## src/rtl/icache_refill.sv

```systemverilog
// icache_refill
//   Refill and flush writer for the two-way instruction cache arrays.
//   It takes a miss (index, tag, victim way) and first invalidates the victim
//   tag. It then fetches the line as two half-line beats and writes each beat
//   straight into the data RAM. Last, it writes the victim tag, which is valid
//   only when the fill was clean. It also runs a whole-cache invalidate walk.
//
// Ports
//   clk, rst_n                 clock, asynchronous active-low reset
//   req_*                      miss request (valid/ready, index, tag, way)
//   flush_req / flush_done     level flush request / walk-complete pulse
//   mem_req_*                  line fetch request to the next level
//   mem_rsp_*                  beat stream from the next level
//   tagram_en, tag_array*_wr_en, tag_addr, tag_din       tag RAM write port
//   dataram_en, *_data_array_wr_en, data_addr, data_din  data RAM write port
//   done_*                     refill completion pulse and its attributes
module icache_refill #(
  parameter int INDEX_W = 6,
  parameter int TAG_W   = 20,
  parameter int LINE_W  = 256
) (
  input  logic                     clk,
  input  logic                     rst_n,
  // miss request
  input  logic                     req_vld,
  output logic                     req_rdy,
  input  logic [INDEX_W-1:0]       req_index,
  input  logic [TAG_W-1:0]         req_tag,
  input  logic                     req_way,
  // flush
  input  logic                     flush_req,
  output logic                     flush_done,
  // next-level fetch
  output logic                     mem_req_vld,
  input  logic                     mem_req_rdy,
  output logic [TAG_W+INDEX_W-1:0] mem_req_addr,
  input  logic                     mem_rsp_vld,
  output logic                     mem_rsp_rdy,
  input  logic [LINE_W/2-1:0]      mem_rsp_data,
  input  logic                     mem_rsp_last,
  input  logic                     mem_rsp_err,
  // tag RAM write port
  output logic                     tagram_en,
  output logic                     tag_arrayA_wr_en,
  output logic                     tag_arrayB_wr_en,
  output logic [INDEX_W-1:0]       tag_addr,
  output logic [TAG_W:0]           tag_din,
  // data RAM write port
  output logic                     dataram_en,
  output logic                     A_data_array_wr_en,
  output logic                     B_data_array_wr_en,
  output logic [INDEX_W:0]         data_addr,
  output logic [LINE_W/2-1:0]      data_din,
  // completion
  output logic                     done_vld,
  output logic                     done_err,
  output logic [INDEX_W-1:0]       done_index,
  output logic                     done_way
);

  typedef enum logic [2:0] {
    S_IDLE, S_FLUSH, S_INV, S_MREQ, S_FILL, S_TAGWR
  } state_t;

  state_t               r_state;
  logic [INDEX_W-1:0]   r_cnt;     // flush walk address
  logic [INDEX_W-1:0]   r_index;
  logic [TAG_W-1:0]     r_tag;
  logic                 r_way;
  logic [1:0]           r_beat;    // saturates at 2
  logic                 r_err;

  logic                 w_beat_err;
  logic                 w_beat_hs;
  logic                 w_beat_wr;

  // A beat is bad if it is flagged, if beat 0 claims to be last, or if any
  // later beat is not last (the line is exactly two beats).
  assign w_beat_err = mem_rsp_err
                    | (mem_rsp_last  && (r_beat == 2'd0))
                    | (!mem_rsp_last && (r_beat != 2'd0));
  assign w_beat_hs  = (r_state == S_FILL) && mem_rsp_vld;
  // Beats past the second are accepted but never reach the data RAM.
  assign w_beat_wr  = w_beat_hs && (r_beat != 2'd2);

  always_ff @(posedge clk or negedge rst_n) begin
    if (!rst_n) begin
      r_state <= S_IDLE;
      r_cnt   <= '0;
      r_index <= '0;
      r_tag   <= '0;
      r_way   <= 1'b0;
      r_beat  <= 2'd0;
      r_err   <= 1'b0;
    end else begin
      case (r_state)
        S_IDLE: begin
          if (flush_req) begin
            r_cnt   <= '0;
            r_state <= S_FLUSH;
          end else if (req_vld) begin
            r_index <= req_index;
            r_tag   <= req_tag;
            r_way   <= req_way;
            r_beat  <= 2'd0;
            r_err   <= 1'b0;
            r_state <= S_INV;
          end
        end
        S_FLUSH: begin
          r_cnt <= r_cnt + 1'b1;   // wraps back to 0 on the final set
          if (&r_cnt) r_state <= S_IDLE;
        end
        S_INV:   r_state <= S_MREQ;
        S_MREQ:  if (mem_req_rdy) r_state <= S_FILL;
        S_FILL: begin
          if (mem_rsp_vld) begin
            if (r_beat != 2'd2) r_beat <= r_beat + 2'd1;
            r_err <= r_err | w_beat_err;
            if (mem_rsp_last) r_state <= S_TAGWR;
          end
        end
        S_TAGWR: r_state <= S_IDLE;
        default: r_state <= S_IDLE;
      endcase
    end
  end

  always_comb begin
    req_rdy            = 1'b0;
    flush_done         = 1'b0;
    mem_req_vld        = 1'b0;
    mem_req_addr       = '0;
    mem_rsp_rdy        = 1'b0;
    tagram_en          = 1'b0;
    tag_arrayA_wr_en   = 1'b0;
    tag_arrayB_wr_en   = 1'b0;
    tag_addr           = '0;
    tag_din            = '0;
    dataram_en         = 1'b0;
    A_data_array_wr_en = 1'b0;
    B_data_array_wr_en = 1'b0;
    data_addr          = '0;
    data_din           = '0;
    done_vld           = 1'b0;
    done_err           = 1'b0;
    done_index         = '0;
    done_way           = 1'b0;
    case (r_state)
      S_IDLE: req_rdy = ~flush_req;
      S_FLUSH: begin
        tagram_en        = 1'b1;
        tag_arrayA_wr_en = 1'b1;
        tag_arrayB_wr_en = 1'b1;
        tag_addr         = r_cnt;
        flush_done       = &r_cnt;
      end
      S_INV: begin
        // Victim goes invalid before any data lands, so an abort at any
        // later point never exposes a valid tag over a partial line.
        tagram_en        = 1'b1;
        tag_arrayA_wr_en = ~r_way;
        tag_arrayB_wr_en = r_way;
        tag_addr         = r_index;
      end
      S_MREQ: begin
        mem_req_vld  = 1'b1;
        mem_req_addr = {r_tag, r_index};
      end
      S_FILL: begin
        mem_rsp_rdy = 1'b1;
        if (w_beat_wr) begin
          dataram_en         = 1'b1;
          A_data_array_wr_en = ~r_way;
          B_data_array_wr_en = r_way;
          data_addr          = {r_index, r_beat[0]};
          data_din           = mem_rsp_data;
        end
      end
      S_TAGWR: begin
        tagram_en        = 1'b1;
        tag_arrayA_wr_en = ~r_way;
        tag_arrayB_wr_en = r_way;
        tag_addr         = r_index;
        tag_din          = {~r_err, r_tag};
        done_vld         = 1'b1;
        done_err         = r_err;
        done_index       = r_index;
        done_way         = r_way;
      end
      default: ;
    endcase
  end

endmodule

```

## config.mk

```make
export PLATFORM = sky130hd
export DESIGN_NAME = icache_refill
export DESIGN_NICKNAME = d
export VERILOG_FILES = /design/src/rtl/icache_refill.sv
export SDC_FILE = /design/constraint.sdc
export NUM_CORES = 1
export LEC_CHECK = 0
export BUFFER_PORTS_ARGS = -buffer_cell sky130_fd_sc_hd__buf_2
export CAP_MARGIN = 20
export CORE_AREA = 8 8 138 140
export CTS_BUF_LIST = sky130_fd_sc_hd__clkbuf_8
export DETAILED_ROUTE_END_ITERATION = 8
export DIE_AREA = 0 0 146 148
export PLACE_DENSITY_LB_ADDON = 0.08
export SLEW_MARGIN = 0
export SYNTH_ARGS = -nofsm -noshare
export SYNTH_HDL_FRONTEND = slang
export SYNTH_SLANG_ARGS = --single-unit
```

## constraint.sdc

```tcl
create_clock -name clk -period 3.3 [get_ports clk]
set_input_delay 0.33 -clock clk [delete_from_list [all_inputs] [get_ports clk]]
set_output_delay 0.33 -clock clk [all_outputs]
set_load 0.005 [all_outputs]
```

==> results.json, run 1 <==
{
  "synthArstFlopShare_pct": 100,
  "synth_top_flop_cell": "dfrtp_1",
  "drc": 0,
  "status": "finished, final reports clean",
  "stdcell_area_um2": 5410,
  "clk_path_buf_depth": 2,
  "setup_ws_ns": 0.524,
  "pre_cts_ws_ns": 0.832,
  "tns_ns": 0,
  "fin_hold_ws_ns": 0.154,
  "setup_violations": 0,
  "cts_tree": "built",
  "ios": 370,
  "critPathArrivalTime_ns": 2.45,
  "numClockSinks": 39,
  "slowest_stage": "buf_4",
  "path_delay_family": "buffers and inverters",
  "synth_xor_area_share_pct": 0.537,
  "routed_wl_um": 17000,
  "detail-route-antenna-nets": 0,
  "gr-usage-all-layers_pct": 14.7,
  "initial_utilization_pct": 19.3,
  "yosys-top-cells-count": "and2_1, dfrtp_1, clkbuf_1",
  "netlist_area_um2": 3260,
  "hold_viol": 0,
  "drt_iter0_drc": 97,
  "fp.dieW_um": 146,
  "die_h_um": 148,
  "dpl_cell_area_um2": 5300,
  "grt_pass1_wl_um": 24800,
  "yosys_warnings": 0,
  "avgViaCountPerCell": 3.99,
  "yosys.area_share.adder_pct": 1.15,
  "worstPathRequired_ns": 2.97,
  "drt_first_pass_iters": 4,
  "synth_simple_gate_area_share_pct": 44.2,
  "critPathLaunch": "r_beat[0]$_DFFE_PN0P_",
  "yosysSeqAreaShare_pct": 29.9,
  "die_area_um2": 21600,
  "globalRouteOverflowTotal": 0,
  "drive_gt1_share_pct": 56.8,
  "cts-resized-gates": 0,
  "ys_ff_latch": 39,
  "r2r-end": "r_tag[4]$_DFFE_PN0P_",
  "r2r_slack_ns": 1.34,
  "finalNonFillerCells": 958,
  "fin_util_pct": 31.9,
  "cts_made_buffers": 5,
  "synth.area.top_cells": "and2_1, dfrtp_1, mux2_4, mux2_2, mux2i_1",
  "cts_hold_buf": 0,
  "max_stage_delay_ns": 0.62,
  "synth_top_area_share_pct": 36.2,
  "muxShareOfSynthArea_pct": 13.7,
  "cap_violations": 0,
  "fill_cells": 1849,
  "nets": 892,
  "synth_cell_type_count": 42,
  "clock.fmax_ghz": 0.360,
  "synth_area_per_cell_um2": 8.75,
  "reg2reg_from": "r_state[1]$_DFFE_PN0P_",
  "worstSetupStartpointType": "flop",
  "syn_inst": 373,
  "hold_class": "primary input to asynchronous set/reset pin",
  "area_growth_pct": 65.6,
  "cts_setup_buffers": 0,
  "cts_root_buf": "clkbuf_8",
  "clk_pin_slew_ns": 0.09,
  "finalCritPeriodShare_pct": 84.1,
  "worst_slew_pin_slew_ns": 0.937,
  "peakVddDrop_v": 0.000201,
  "htreeDepth": 2,
  "core_um2": 16900,
  "synthMostInstantiatedCell": "and2_1",
  "synth_top_family_by_area": "simple AND/OR/NAND/NOR gates",
  "powerDensity_nw_per_um2": 395,
  "relSlewSlack_pct": 37.5,
  "cp_num_buf_inv": 3,
  "grt_max_degree": 117,
  "synth_top_area_cell": "and2_1",
  "antenna_found_initial": 6,
  "reg2reg_depth": 3,
  "setup.worst_path.end_class": "primary output",
  "io_buffers": 369,
  "grt_pass1_vias": 3936,
  "power.total_mw": 2.13,
  "avgRoutedWirePerCell_um": 17.8,
  "gp_congestion": 0.872,
  "rsz0062_at_grt": "false",
  "synth_nets": 539,
  "leakagePower_nw": 3.31,
  "clk_latency_ns": 0.30,
  "synth-edff-count": 0,
  "synth-compound-area-share_pct": 5.83,
  "drv_slew": 0,
  "clock_skew_ns": 0.00438,
  "vias": 3823,
  "finalCriticalPeriod_ns": 2.78,
  "placementRows": 48,
  "path_max_fanout": 116,
  "dp_hpwl_um": 14400,
  "crit_chain": "inv_1 > ha_1 > nand2b_1 > nor4_4 > buf_4 > and2_1 > buf_2",
  "critical_path_class": "flop to primary output",
  "placed_cells": 944
}
-- routing by layer --
layer	track usage [%]	share of wire, %	up-vias
met2	27.5	52	198
met5	0	0	-
met4	6.75	2.9	0
met3	5.01	8.4	20
met1	14.5	36	1696
li1	-	-	1909
-- final cells by class --
class	count	area, um^2	area share (%)
Antenna cell	6	15.0	0.278
Clock buffer	5	68.8	1.27
Clock inverter	3	20.0	0.370
Inverter	6	22.5	0.417
Multi-Input combinational cell	300	2140	39.6
Sequential cell	39	976	18.1
Tap cell	225	282	5.21
Timing Repair Buffer	374	1880	34.9
-- worst max path at each step --
| stage | to | cells after the start |
|---|---|---|
| 6_report | data_din[37] | 7 |
| 4_1_cts | data_din[37] | 7 |
| 3_3_place_gp | data_din[42] | 7 |
| 3_5_place_dp | data_din[37] | 7 |
| 5_1_grt | data_din[37] | 7 |
| 2_1_floorplan | data_din[100] | 7 |
-- placed cells by master, fill, tap and decap left out, types with 2 or more instances in the layout --
cell and instances:
nor3b_1 2, a2111oi_0 2, ha_1 3, nor4_4 2, diode_2 6, o21ai_0 10, mux2_4 17, o2bb2ai_1 3
inv_1 5, and2_1 189, mux2_1 2, nor3_1 4, nand3b_1 2, mux2i_1 8, nand3_1 4, buf_4 5
xnor2_1 2, a21o_1 2, buf_2 369, mux2_2 8, a22o_1 2, nor2_1 5, clkinvlp_4 2, nand2_1 13
nand2b_1 3, dfrtp_1 39, a21oi_1 2, clkbuf_8 5
-- power breakdown --
part / leakage, nW / switching [mW] / internal, mW
combinational: 2.78 / 0.370 / 0.500
sequential: 0.486 / 0.240 / 0.688
clock: 0.0402 / 0.189 / 0.147
-- registers in the layout, summed over array words and instances, names as in the netlist --
register,flops
r_cnt,6
r_way,1
r_state,3
r_index,6
r_tag,20
r_err,1
r_beat,2
-- cell families (layout without fill, tap and decap cells) --
family / after synthesis / in the layout
buffers and inverters: 34 / 388
flip-flops: 39 / 39
AO/OA/AOI/OAI: 28 / 28
XOR/XNOR: 2 / 2
other: 0 / 6
multiplexers: 35 / 35
AND/OR/NAND/NOR: 232 / 232
adder cells (fa/ha/maj): 3 / 3
(Power assumes the default switching activity.)
==> run 2, diff against run 1 <==
CORE_AREA = 8 8 137 139   (was 8 8 138 140)
DIE_AREA = 0 0 145 147   (was 0 0 146 148)
clock period = 2.39 ns   (was 3.3 ns; I/O delays follow)
==> results.json, run 2 (synthesized netlist as in run 1, its figures left out) <==
{
  "clk_latency_ns": 0.30,
  "grt_util_met1_pct": 17.7,
  "setup_ws_ns": 0.156,
  "hold_viol": 0,
  "seq_area_um2": 976,
  "grt_util_met2_pct": 28.0,
  "cts_hold_buf": 0,
  "tns_ns": 0,
  "final_common_cell": "buf_2",
  "fill_cells": 1805,
  "cts_root_buf": "clkbuf_8",
  "multi_input_area_um2": 2140,
  "critical_path_class": "flop to primary output",
  "stdcell_area_um2": 5630,
  "layout_common_cells": "buf_2, and2_1, dfrtp_1, mux2_4, nand2_1",
  "grt_pass1_vias": 4082,
  "grt_busiest_layer": "met2",
  "cts_tree": "built",
  "placementRows": 48,
  "gp_congestion": 0.872,
  "leakagePower_nw": 3.41,
  "die_area_um2": 21300,
  "cap_violations": 0,
  "dp_hpwl_um": 14400,
  "die_h_um": 147,
  "grt_pass1_wl_um": 26200,
  "worstSetupStartpointType": "flop",
  "dpl_cell_area_um2": 5350,
  "relSlewSlack_pct": 39.1,
  "clock_skew_ns": 0.00888,
  "area_growth_pct": 72.5,
  "finalCriticalPeriod_ns": 2.23,
  "drv_slew": 0,
  "fp.dieW_um": 145,
  "avgRoutedWirePerCell_um": 18.5,
  "reg_top3": "r_tag: 20 flops, r_cnt: 6 flops, r_index: 6 flops",
  "finalCritPeriodShare_pct": 93.5,
  "worstPathRequired_ns": 2.15,
  "worst_slew_pin_slew_ns": 0.913,
  "fin_util_pct": 33.6,
  "cts_made_buffers": 5,
  "grt_max_degree": 69,
  "routed_wl_um": 17900,
  "status": "finished, final reports clean",
  "use_met3_pct": 4.68,
  "ios": 370,
  "core_um2": 16800,
  "gr-usage-all-layers_pct": 15.7,
  "hold_class": "primary input to asynchronous set/reset pin",
  "drc": 0,
  "peakVddDrop_v": 0.000323,
  "max_stage_delay_ns": 0.42,
  "rsz0062_at_grt": "false",
  "drive_gt1_share_pct": 57.9,
  "drt_iter0_drc": 87,
  "nets": 903,
  "critPathArrivalTime_ns": 2.00,
  "antenna_found_initial": 6,
  "detail-route-antenna-nets": 0,
  "largest_reg_flops": 20,
  "vias": 3932,
  "clk_pin_slew_ns": 0.08,
  "setup.worst_path.end_class": "primary output",
  "io_buffers": 369,
  "clk_path_buf_depth": 2,
  "regMostFlops": "r_tag",
  "clock.fmax_ghz": 0.448,
  "path_delay_family": "buffers and inverters",
  "setup_violations": 0,
  "path_max_fanout": 34,
  "drt_first_pass_iters": 4,
  "pre_cts_ws_ns": 0.287,
  "htreeDepth": 2,
  "powerDensity_nw_per_um2": 568,
  "globalRouteOverflowTotal": 0,
  "slowest_stage": "dfrtp_1",
  "crit_chain": "ha_2 > nand2b_2 > nor4_4 > buf_6 > clkbuf_16 > and2_1 > buf_2",
  "avgViaCountPerCell": 4.06,
  "cp_num_buf_inv": 3,
  "initial_utilization_pct": 19.5,
  "numClockSinks": 39
}
==> run 2: timing repair <==
item,in CTS,in global routing
setup endpoints to repair,79,135
resized for setup,0,8
buffers inserted,2,0
pin swaps,0,0
cloned,2,2
==> run 2: path summary, 6_finish.rpt <==
kind | start | end | slack [ns] | depth (start not counted)
setup reg to reg | r_state[0]$_DFFE_PN0P_ | r_tag[10]$_DFFE_PN0P_ | 0.61 | 3
setup / recovery | r_beat[1]$_DFFE_PN0P_ | data_din[93] | 0.16 | 7
hold / removal | rst_n | r_tag[4]$_DFFE_PN0P_ | 0.06 | 1
hold reg to reg | r_beat[0]$_DFFE_PN0P_ | r_beat[0]$_DFFE_PN0P_ | 0.51 | 1
max in group asynchronous | rst_n | r_err$_DFFE_PN0P_ | 1.75 | 1
min in group clk | req_tag[4] | r_tag[4]$_DFFE_PN0P_ | 0.15 | 2
==> run 2: stage by stage <==
step / power, mW / hold slack (ns) / std cells
final: 3.20 / 0.0625 / 968
after global routing: 3.46 / 0.131 / 967
after CTS: 3.26 / 0.104 / 961
after detailed placement: 2.55 / 0.447 / 949
after global placement: 2.53 / 0.433 / 949
after floorplan: 1.94 / -0.0566 / 373
==> run 2: worst register-to-register path: stages (launching register included) <==
cell and delay (ns):
dfrtp_1 0.53, nor4_4 0.40, nand2_4 0.32, mux2_1 0.43
==> run 2: final cells by class <==
type                            count  area share (%)
Antenna cell                        5           0.222
Clock buffer                        5            1.22
Clock inverter                      3            1.20
Inverter                            6           0.400
Multi-Input combinational cell    300            38.1
Sequential cell                    39            17.3
Tap cell                          225            5.00
Timing Repair Buffer              385            36.6
==> run 2: power breakdown <==
group	switching, mW	internal [mW]
clock network	0.258	0.417
logic	0.532	0.720
registers	0.317	0.951
==> run 2: routing by layer <==
layer,part of all wire [%],vias to the layer above
met4,1.6,0
met5,0,-
li1,-,1934
met2,51,196
met1,40,1791
met3,7.9,11
==> run 3, diff against run 2 <==
RECOVER_POWER = 25   (was unset)
==> results.json, run 3 (synthesized netlist as in run 1, its figures left out) <==
{
  "clk_latency_ns": 0.30,
  "cts_made_buffers": 5,
  "drv_slew": 0,
  "clk_path_buf_depth": 2,
  "cp_num_buf_inv": 3,
  "die_area_um2": 21300,
  "path_max_fanout": 34,
  "io_buffers": 369,
  "routed_wl_um": 18000,
  "switching_power_mw": 1.11,
  "intPower_mw": 2.02,
  "fin_hold_ws_ns": 0.105,
  "grt_pass1_wl_um": 26200,
  "fp.dieW_um": 145,
  "drc": 0,
  "reg_top3": "r_tag: 20 flops, r_cnt: 6 flops, r_index: 6 flops",
  "peakVddDrop_v": 0.000323,
  "cap_violations": 0,
  "r2r_slack_ns": 0.41,
  "max_stage_delay_ns": 0.43,
  "area_growth_pct": 70.8,
  "cts_root_buf": "clkbuf_8",
  "vias": 3931,
  "gr-usage-all-layers_pct": 15.7,
  "reg2reg_depth": 3,
  "clock_skew_ns": 0.00878,
  "fill_cells": 1815,
  "reg2reg_from": "r_state[0]$_DFFE_PN0P_",
  "nets": 903,
  "p_comb_share_pct": 37.9,
  "critical_path_class": "flop to primary output",
  "largest_reg_flops": 20,
  "gp_congestion": 0.872,
  "grt_pass1_vias": 4082,
  "finalCriticalPeriod_ns": 2.24,
  "hold_class": "primary input to asynchronous set/reset pin",
  "status": "finished, final reports clean",
  "finalCritPeriodShare_pct": 93.7,
  "dp_hpwl_um": 14400,
  "drt_iter0_drc": 91,
  "path_delay_family": "buffers and inverters",
  "r2r-end": "r_index[1]$_DFFE_PN0P_",
  "die_h_um": 147,
  "cts_tree": "built",
  "rsz0062_at_grt": "false",
  "clock.fmax_ghz": 0.447,
  "setup_violations": 0,
  "numClockSinks": 39,
  "globalRouteOverflowTotal": 0,
  "htreeDepth": 2,
  "placementRows": 48,
  "antenna_found_initial": 6,
  "worstPathRequired_ns": 2.15,
  "clk_pin_slew_ns": 0.08,
  "dpl_cell_area_um2": 5350,
  "drive_gt1_share_pct": 56.2,
  "p_sw_share_pct": 35.5,
  "powerDensity_nw_per_um2": 561,
  "layout_common_cells": "buf_2, and2_1, dfrtp_1, nand2_1, mux2_1",
  "ios": 370,
  "grt_max_degree": 69,
  "core_um2": 16800,
  "relSlewSlack_pct": 30.8,
  "setup.worst_path.end_class": "primary output",
  "final_common_cell": "buf_2",
  "worstSetupStartpointType": "flop",
  "critPathLaunch": "r_beat[1]$_DFFE_PN0P_",
  "drt_first_pass_iters": 4,
  "placed_cells": 949,
  "critPathArrivalTime_ns": 2.00,
  "avgViaCountPerCell": 4.07,
  "leakagePower_nw": 3.35,
  "detail-route-antenna-nets": 0,
  "avgRoutedWirePerCell_um": 18.6,
  "crit_chain": "ha_2 > nand2b_2 > nor4_4 > buf_6 > clkbuf_16 > and2_1 > buf_2",
  "seq_power_share_pct": 40.5,
  "hold_viol": 0,
  "finalNonFillerCells": 967,
  "regMostFlops": "r_tag",
  "tns_ns": 0,
  "initial_utilization_pct": 19.5,
  "worst_slew_pin_slew_ns": 1.04,
  "clock_power_share_pct": 21.5,
  "stdcell_area_um2": 5580,
  "slowest_stage": "dfrtp_1"
}
==> run 3: cell count changes in the layout (fill, tap and decap cells not counted), moves of 2 or more <==
cell,change
mux2_1,+10
buf_2,-2
mux2_4,-10
clkbuf_2,+2
==> run 3: power by group through the flow <==
stage	Combinational (mW)	Sequential (mW)	Clock, mW
final	1.19	1.27	0.673
after global routing	1.34	1.33	0.716
after CTS	1.28	1.28	0.700
after detailed placement	1.28	1.28	0
after global placement	1.26	1.28	0
after floorplan	0.801	1.14	0
==> run 3: final cells by class <==
type                       count  area, um^2  area share [%]
multi-input combinational    300        2100            37.6
timing repair buffer         385        2050            36.8
sequential                    39         976            17.5
tap                          225         282            5.05
clock buffer                   5        68.8            1.23
clock inverter                 3        67.6            1.21
inverter                       6        22.5           0.404
antenna                        4        10.0           0.179
==> run 3: worst max-delay path by stage <==
stage / end / slack [ns] / depth (start not counted)
final: data_din[93] / 0.15 / 7
after global placement: data_din[55] / 0.36 / 7
after detailed placement: data_din[32] / 0.29 / 7
after global routing: data_din[93] / 0.009 / 7
after CTS: data_din[32] / 0.01 / 8
after floorplan: data_din[100] / 0.50 / 7
==> run 3: layer usage <==
metal	global-route usage, %	vias up	routed length (um)
li1	-	1939	-
met1	17.7	1784	7310
met2	28.0	196	9040
met3	4.68	12	1350
met4	4.42	0	286
met5	0	-	0
==> run 3: metrics by stage <==
| stage | setup WS, ns | util, % | power (mW) |
|---|---|---|---|
| 2_1_floorplan | 0.496 | - | 1.94 |
| 3_3_place_gp | 0.357 | 31.9 | 2.53 |
| 3_5_place_dp | 0.287 | 31.9 | 2.55 |
| 4_1_cts | 0.0101 | 33.1 | 3.26 |
| 5_1_grt | 0.00929 | 33.3 | 3.39 |
| 6_report | 0.152 | 33.3 | 3.13 |
==> run 3: timing repair <==
action                     in CTS  in global routing
pin swaps                       0                  0
buffers inserted                2                  0
gates resized for setup         0                  8
gates cloned                    2                  2
hold buffers                    0                  0
setup endpoints to repair      79                135
